<file path="config.mk">
export PLATFORM = sky130hd
export DESIGN_NAME = alu_muldiv_seq
export DESIGN_NICKNAME = d
export VERILOG_FILES = /design/src/rtl/alu_pkg.sv /design/src/rtl/alu_addsub.sv /design/src/rtl/alu_muldiv_seq.sv
export SDC_FILE = /design/constraint.sdc
export NUM_CORES = 1
export LEC_CHECK = 0
export CORE_ASPECT_RATIO = 1.2
export CORE_MARGIN = 4
export CORE_UTILIZATION = 36
export CTS_BUF_LIST = sky130_fd_sc_hd__clkbuf_2 sky130_fd_sc_hd__clkbuf_4 sky130_fd_sc_hd__clkbuf_8
export DETAILED_ROUTE_END_ITERATION = 12
export GPL_TIMING_DRIVEN = 0
export PLACE_DENSITY = 0.65
export SYNTH_ARGS = -nofsm -noshare
export SYNTH_HDL_FRONTEND = slang
export SYNTH_SLANG_ARGS = --single-unit
</file>
<file path="constraint.sdc">
create_clock -name clk -period 6.55 [get_ports clk]
set_input_delay 1.31 -clock clk [delete_from_list [all_inputs] [get_ports clk]]
set_output_delay 1.31 -clock clk [all_outputs]
set_load 0.005 [all_outputs]
</file>
<file path="src/rtl/alu_pkg.sv">
// Shared definitions for the multiply/divide sequencer.
//   - default operand width
//   - operation codes carried on the 'op' input
//   - FSM state encoding, 2 bits
package alu_pkg;

  localparam int W_DEF = 32;

  localparam logic OP_MUL = 1'b0;
  localparam logic OP_DIV = 1'b1;

  localparam logic [1:0] ST_IDLE = 2'd0;
  localparam logic [1:0] ST_RUN  = 2'd1;
  localparam logic [1:0] ST_FIN  = 2'd2;

endpackage

</file>
<file path="src/rtl/alu_addsub.sv">
// Shared W-bit adder/subtractor.
// Ports:
//   a, b  : W-bit operands
//   binv  : invert B before the add (subtract = binv plus cin=1)
//   cin   : carry-in
//   sum   : W-bit result
//   cout  : carry-out (for subtract, 1 means no borrow)
module alu_addsub #(
  parameter int W = 32
) (
  input  logic [W-1:0] a,
  input  logic [W-1:0] b,
  input  logic         binv,
  input  logic         cin,
  output logic [W-1:0] sum,
  output logic         cout
);

  logic [W-1:0] b_eff;

  assign b_eff = binv ? ~b : b;
  assign {cout, sum} = {1'b0, a} + {1'b0, b_eff} + {{W{1'b0}}, cin};

endmodule

</file>
<file path="src/rtl/alu_muldiv_seq.sv">
// Multi-cycle unsigned multiply (shift-add) / divide (restoring) sequencer.
// One add/subtract path is shared by both operations; the sequencer owns the
// B-invert control of that adder.
//
// state | meaning
// ------+------------------------------------------------------------
// IDLE  | waiting for start; hi/lo hold the last result
// RUN   | one iteration per clock, W iterations
// FIN   | done pulse, results valid; start ignored
//
// Ports:
//   clk, rst_n   : clock, asynchronous active-low reset
//   start, op    : request pulse (sampled in IDLE), 0=MUL 1=DIV
//   a, b         : multiplicand/dividend, multiplier/divisor
//   busy, done   : busy in RUN/FIN, one-cycle done in FIN
//   hi, lo       : MUL product high/low, DIV remainder/quotient
//   div_by_zero  : DIV with b==0, held until next accepted start
//   binv         : B-invert currently applied to the shared adder
module alu_muldiv_seq
  import alu_pkg::*;
#(
  parameter int W = W_DEF
) (
  input  logic         clk,
  input  logic         rst_n,
  input  logic         start,
  input  logic         op,
  input  logic [W-1:0] a,
  input  logic [W-1:0] b,
  output logic         busy,
  output logic         done,
  output logic [W-1:0] hi,
  output logic [W-1:0] lo,
  output logic         div_by_zero,
  output logic         binv
);

  localparam int CW = $clog2(W + 1);

  logic [1:0]    state_q;
  logic [CW-1:0] count_q;
  logic [W-1:0]  hi_q;
  logic [W-1:0]  lo_q;
  logic [W-1:0]  b_q;
  logic          op_q;
  logic          dbz_q;

  logic [W-1:0]  add_x;
  logic [W-1:0]  add_y;
  logic          add_binv;
  logic          add_cin;
  logic [W-1:0]  add_sum;
  logic          add_c;
  logic          div_accept;

  // Adder operand steering. Outside RUN the adder sees zeros so binv is 0.
  always_comb begin
    add_x    = '0;
    add_y    = '0;
    add_binv = 1'b0;
    add_cin  = 1'b0;
    if (state_q == ST_RUN) begin
      if (op_q == OP_DIV) begin
        add_x    = {hi_q[W-2:0], lo_q[W-1]};
        add_y    = b_q;
        add_binv = 1'b1;
        add_cin  = 1'b1;
      end else begin
        add_x = hi_q;
        add_y = lo_q[0] ? b_q : '0;
      end
    end
  end

  alu_addsub #(.W(W)) u_addsub (
    .a    (add_x),
    .b    (add_y),
    .binv (add_binv),
    .cin  (add_cin),
    .sum  (add_sum),
    .cout (add_c)
  );

  // The bit shifted out of hi is the 33rd remainder bit; when set the partial
  // remainder certainly exceeds b, so the subtract must be taken.
  assign div_accept = add_c | hi_q[W-1];

  always_ff @(posedge clk or negedge rst_n) begin
    if (!rst_n) begin
      state_q <= ST_IDLE;
      count_q <= '0;
      hi_q    <= '0;
      lo_q    <= '0;
      b_q     <= '0;
      op_q    <= OP_MUL;
      dbz_q   <= 1'b0;
    end else begin
      case (state_q)
        ST_IDLE: begin
          if (start) begin
            op_q  <= op;
            b_q   <= b;
            dbz_q <= 1'b0;
            if (op == OP_DIV && b == '0) begin
              hi_q    <= a;
              lo_q    <= '1;
              dbz_q   <= 1'b1;
              count_q <= '0;
              state_q <= ST_FIN;
            end else begin
              hi_q    <= '0;
              lo_q    <= a;
              count_q <= CW'(W);
              state_q <= ST_RUN;
            end
          end
        end
        ST_RUN: begin
          count_q <= count_q - CW'(1);
          if (op_q == OP_DIV) begin
            hi_q <= div_accept ? add_sum : {hi_q[W-2:0], lo_q[W-1]};
            lo_q <= {lo_q[W-2:0], div_accept};
          end else begin
            // 2W+1-bit right shift of {carry, sum, lo}
            hi_q <= {add_c, add_sum[W-1:1]};
            lo_q <= {add_sum[0], lo_q[W-1:1]};
          end
          if (count_q == CW'(1)) state_q <= ST_FIN;
        end
        ST_FIN: begin
          state_q <= ST_IDLE;
        end
        default: begin
          state_q <= ST_IDLE;
        end
      endcase
    end
  end

  assign busy        = (state_q == ST_RUN) || (state_q == ST_FIN);
  assign done        = (state_q == ST_FIN);
  assign hi          = hi_q;
  assign lo          = lo_q;
  assign div_by_zero = dbz_q;
  assign binv        = add_binv;

endmodule

</file>
==> results of run 1 <==
==> worst max path at each step <==
stage	start	end	slack (ps)	cells after the start
final	op_q	hi[1]	930	17
after global routing	op_q	hi[18]	580	17
after CTS	op_q	hi[1]	860	17
after detailed placement	op_q	hi[1]	910	17
after global placement	rst_n	b_q[28]	-20	1
after floorplan	op_q	hi[16]	2440	18
==> logic make-up (layout without fill, tap and decap cells) <==
logic type | count (synthesis) | in the layout | share of synthesized area (%)
AND/OR/NAND/NOR | 381 | 381 | 20.0
AO/OA/AOI/OAI | 243 | 243 | 19.4
multiplexers | 142 | 142 | 17.3
flip-flops | 106 | 106 | 30.6
buffers and inverters | 83 | 234 | 4.05
adder cells (fa/ha/maj) | 38 | 38 | 5.58
XOR/XNOR | 31 | 31 | 3.14
==> Yosys cell counts, types with 17 or more instances <==
cell type / n
a21o_1: 18
a21oi_1: 62
clkbuf_1: 44
dfrtp_1: 106
ha_1: 37
mux2_2: 41
mux2i_1: 96
nand2_1: 162
nor2_1: 95
nor2b_1: 35
nor3_1: 17
o21ai_0: 38
o311ai_0: 32
xnor2_1: 21
==> cell usage in the layout, fill, tap and decap left out, types with 5 or more instances in the layout <==
master / count
nand2b_1: 7
xor2_1: 10
inv_1: 14
clkdlybuf4s50_1: 134
ha_1: 37
nor2_1: 95
and3_1: 9
a22oi_1: 10
dfrtp_1: 106
o211ai_1: 6
o21ai_1: 5
buf_2: 7
o21ai_0: 38
a21oi_1: 62
mux2_2: 41
a211oi_1: 12
a221o_1: 5
o311ai_0: 32
nor3_1: 17
nand2_1: 162
xnor2_1: 21
a31oi_1: 14
clkbuf_1: 44
mux2i_1: 96
o21bai_1: 5
nor2b_1: 35
nand3_1: 15
buf_1: 13
and2_1: 8
nor4_1: 9
clkbuf_8: 9
nand4_1: 5
a21o_1: 18
==> per-layer routing <==
| layer | part of all wire [%] | up-vias | track usage [%] |
|---|---|---|---|
| li1 | - | 4021 | - |
| met1 | 43 | 4023 | 29.4 |
| met2 | 48 | 334 | 37.8 |
| met3 | 6.9 | 50 | 3.12 |
| met4 | 2.3 | 0 | 6.98 |
| met5 | 0 | - | 0 |
==> cell type report <==
type | instances | area, um2 | share of cell area [%]
Buffer | 68 | 294 | 2.77
Clock buffer | 9 | 124 | 1.17
Multi-Input combinational cell | 835 | 5660 | 53.4
Tap cell | 315 | 394 | 3.72
Clock inverter | 6 | 48.8 | 0.460
Timing Repair Buffer | 136 | 1380 | 13.0
Sequential cell | 106 | 2650 | 25.0
Inverter | 15 | 56.3 | 0.531
==> metrics by stage <==
stage | util [%] | total power, mW
floorplan | - | 2.91
global route | 45.3 | 4.72
detailed placement | 44.5 | 3.98
finish | 45.3 | 4.41
CTS | 45.3 | 4.40
global placement | 44.4 | 3.94
==> sequential cells by signal, indices dropped and copies added (netlist names) <==
name         count
lo              32
hi              32
op_q             1
count_q          6
state_q          2
div_by_zero      1
b_q             32
==> report_power, final <==
group / internal [mW] / switching [mW]
combinational: 1.22 / 1.41
sequential: 0.965 / 0.396
clock: 0.142 / 0.267
total: 2.33 / 2.08
==> impl_metrics.tcl, run 1 <==
set metrics [dict create \
    status "complete, no violations" \
    wl_per_cell_um 20.1 \
    maxSlewHeadroom_pct 32.1 \
    start_util_pct 37.0 \
    cpMaxStageDelayCell "nor3_1" \
    finalWeightedCongestion 0.899 \
    crit_required_ps 6830 \
    synthCells 1024 \
    critical_path_class "register to register" \
    dr.pass1.iters 5 \
    area_growth_pct 22.5 \
    maxCapViolations 0 \
    yosys.area.top_type_share_pct 30.6 \
    place.detailed.hpwl_um 24100 \
    viasPerCell 5.66 \
    post_cts_resized 0 \
    cts_setup_buffers 0 \
    track_usage_pct 22.3 \
    clk_latency_ps 410 \
    die_y_um 178 \
    synthFlopType "dfrtp_1" \
    worst_slack_ps 932 \
    worstHoldStart "div_by_zero" \
    wl_um 30000 \
    cts_max_level 3 \
    placed_cell_area_mm2 0.0104 \
    die_area_mm2 0.0266 \
    ff2ff_path_depth 17 \
    end_kind "register" \
    fin_crit_ps 5620 \
    n_antenna_cell 0 \
    yosysTopAreaCell "dfrtp_1" \
    fin_nets 1277 \
    layout-drive-gt1-share_pct 7.57 \
    syn-num-nets 1130 \
    worst-path-buf-inv 5 \
    std_cell_rows 61 \
    num_io_pins 136 \
    final_cell_area_mm2 0.0106 \
    arrival_ps 5890 \
    cts_hold_buffers 0 \
    fillers 2398 \
    max_freq_ghz 0.178 \
    worstHoldEndpoint "div_by_zero" \
    r2r_setup_slack_ps 930 \
    slew_viol_final 0 \
    setup_violations 0 \
    synth.avg_cell_area_um2 8.46 \
    synth_edf_count 0 \
    hold_depth 1 \
    tightest_slew_ps 1010 \
    grt_max_degree 67 \
    antenna_found_initial 0 \
    synth.area.top_cells "dfrtp_1 (31%), mux2i_1 (11%), nand2_1 (7.0%), ha_1 (5.3%), mux2_2 (5.3%)" \
    async_reset_ff_share_pct 100 \
    p_per_area_mw_per_mm2 416 \
    r2r_end "hi[1]" \
    drtAntennaViolNets 0 \
    cts.sinks 106 \
    crit_path_max_fanout 10 \
    ys_ff_latch 106 \
    num_vias 8428 \
    skew_ps 11.2 \
    place_ws_ps 908 \
    cpMostUsedCell "buf_2" \
    slowest_delay_ps 720 \
    hold_violations 0 \
    grt_pass1_vias 8290 \
    seq_area_frac_synth_pct 30.6 \
    syn_area_mm2 0.00866 \
    leakagePower_nw 4.49 \
    clock-root-buffer "clkbuf_8" \
    grt_pass1_wl_um 46500 \
    dp_cells 1475 \
    ys_types 67 \
    drt_first_iter_violations 750 \
    timing.rr.start "op_q" \
    port-buffer-count 135 \
    rsz0062_at_grt "false" \
    grt.overflow.total 0 \
    tns_ps 0 \
    crit_family "buffers and inverters" \
    cts_tree "built" \
    final_cells 1490 \
    worst_hold_path_type "register to register" \
    drc 0 \
    die-width_um 150 \
    hold_ws_ps 519 \
    core-area_mm2 0.0234 \
    cts_buffer_depth 2 \
    clk_pin_slew_ps 120 \
    cp-start-kind "register" \
    worstPathCellList "buf_2 > clkbuf_1 > buf_2 > buf_1 > mux2i_1 > nor2_1 > ha_1 > a21oi_1 > o21ai_0 > and2_1 > a21oi_1 > o21ai_1 > nor3_1 > buf_2 > nor2_1 > a211oi_1 > o41ai_1" \
    post-route-period-util_pct 85.8 \
    ir_worst_vdd_v 0.000151 \
    cts_buffers 9 \
    yosys_warnings 0 \
]
Note: power is estimated with default switching activity, not from simulation.
==> run 2: changes to the inputs <==
REMOVE_ABC_BUFFERS = 1   (was default)
==> impl_metrics.tcl, run 2 (synthesis gave the netlist of run 1 again) <==
set metrics [dict create \
    die_area_mm2 0.0266 \
    cts_hold_buffers 0 \
    cp-start-kind "register" \
    drtAntennaViolNets 0 \
    dr.pass1.iters 7 \
    port-buffer-count 135 \
    cts_tree "built" \
    cts_setup_buffers 0 \
    slew_viol_final 0 \
    fin_nets 1218 \
    rsz0062_at_grt "false" \
    cpMaxStageDelayCell "or3_1" \
    arrival_ps 5760 \
    clk_pin_slew_ps 110 \
    end_kind "register" \
    num_io_pins 136 \
    layout-drive-gt1-share_pct 8.51 \
    leakagePower_nw 4.46 \
    drt_first_iter_violations 600 \
    finalWeightedCongestion 0.874 \
    cpMostUsedCell "nand2_1" \
    fillers 2271 \
    final_common_cell "nand2_1" \
    n_antenna_cell 0 \
    setup_violations 0 \
    die_y_um 178 \
    worst-path-buf-inv 2 \
    tightest_slew_ps 1390 \
    std_cell_rows 61 \
    antenna_found_initial 0 \
    clock-root-buffer "clkbuf_8" \
    final_cell_area_mm2 0.0105 \
    core-area_mm2 0.0234 \
    crit_required_ps 6800 \
    drc 0 \
    worst_hold_path_type "register to register" \
    wl_per_cell_um 18.8 \
    wl_um 26800 \
    tns_ps 0 \
    worstPathCellList "buf_16 > inv_1 > nand3_1 > o21ai_0 > and2_1 > ha_1 > nand2_1 > or2_2 > nor3_1 > nand2_1 > o21ai_1 > or3_1 > mux2_1 > a221oi_2 > a21oi_1" \
    grt.overflow.total 0 \
    dp_cells 1416 \
    grt_max_degree 66 \
    grt_pass1_wl_um 42700 \
    fin_crit_ps 5500 \
    status "complete, no violations" \
    cts_buffer_depth 2 \
    viasPerCell 5.53 \
    place.detailed.hpwl_um 20400 \
    final_cells 1431 \
    start_util_pct 37.0 \
    post_cts_resized 0 \
    skew_ps 19.8 \
    grt_pass1_vias 7717 \
    final_cell_mix "nand2_1 (161), clkdlybuf4s50_1 (134), dfrtp_1 (105), mux2i_1 (96), nor2_1 (95)" \
    post-route-period-util_pct 84.0 \
    cts_buffers 9 \
    crit_family "simple AND/OR/NAND/NOR gates" \
    ir_worst_vdd_v 0.000226 \
    track_usage_pct 20.0 \
    register_area_mm2 0.00266 \
    slowest_delay_ps 1100 \
    num_vias 7917 \
    multi_input_area_mm2 0.00569 \
    hold_violations 0 \
    area_growth_pct 21.6 \
    max_freq_ghz 0.182 \
    crit_path_max_fanout 65 \
    clk_latency_ps 390 \
    critical_path_class "register to register" \
    cts.sinks 106 \
    maxSlewHeadroom_pct 7.21 \
    die-width_um 150 \
    cts_max_level 3 \
    placed_cell_area_mm2 0.0103 \
    maxCapViolations 0 \
    p_per_area_mw_per_mm2 410 \
]
-- run 2: cell types whose count changed in the layout (fill, tap and decap cells not counted), sizes merged --
cell / delta
buf: -15
clkinv: +1
bufinv: +1
clkbuf: -42
inv: -4
-- run 2: cell type report --
cell class | instances | share of cell area [%]
Clock inverter | 4 | 0.499
Multi-Input combinational cell | 835 | 54.1
Clock buffer | 11 | 1.38
Timing Repair Buffer | 145 | 14.6
Sequential cell | 106 | 25.2
Tap cell | 315 | 3.74
Inverter | 15 | 0.535
-- run 2: worst paths after layout --
| path | end | start | slack, ps | cells past startpoint |
|---|---|---|---|---|
| setup reg to reg | hi[4] | op_q | 1050 | 15 |
| max in group asynchronous | hi[1] | rst_n | 4900 | 2 |
| setup / recovery | hi[4] | op_q | 1050 | 15 |
| min in group asynchronous | b_q[27] | rst_n | 910 | 1 |
| hold / removal | div_by_zero | div_by_zero | 520 | 1 |
| hold reg to reg | div_by_zero | div_by_zero | 520 | 1 |
-- run 2: layer usage --
layer  up-vias  share of wire (%)  wire (um)  track usage, %
met1      3816                 45      12100            27.4
met3        28                5.1       1360            2.81
li1       3887                  -          -               -
met5         -                  0          0               0
met4         0                2.3        615            6.33
met2       186                 47      12700            32.8
-- run 2: power by group --
group          switching, mW  leakage [nW]  internal (mW)
sequential             0.453          1.31          0.967
clock                  0.245         0.103          0.191
combinational           1.23          3.04           1.24
total                   1.93          4.46           2.39
-- run 2: per-stage QoR --
| step | setup WS [ps] | hold WS, ps | utilization, % | total power, mW |
|---|---|---|---|---|
| after floorplan | -991 | 496 | - | 2.90 |
| after global placement | -3740 | 492 | 43.1 | 3.88 |
| after detailed placement | 1080 | 505 | 44.1 | 3.89 |
| after CTS | 1080 | 529 | 44.9 | 4.33 |
| after global routing | 558 | 556 | 44.9 | 4.66 |
| final | 1050 | 522 | 44.9 | 4.32 |
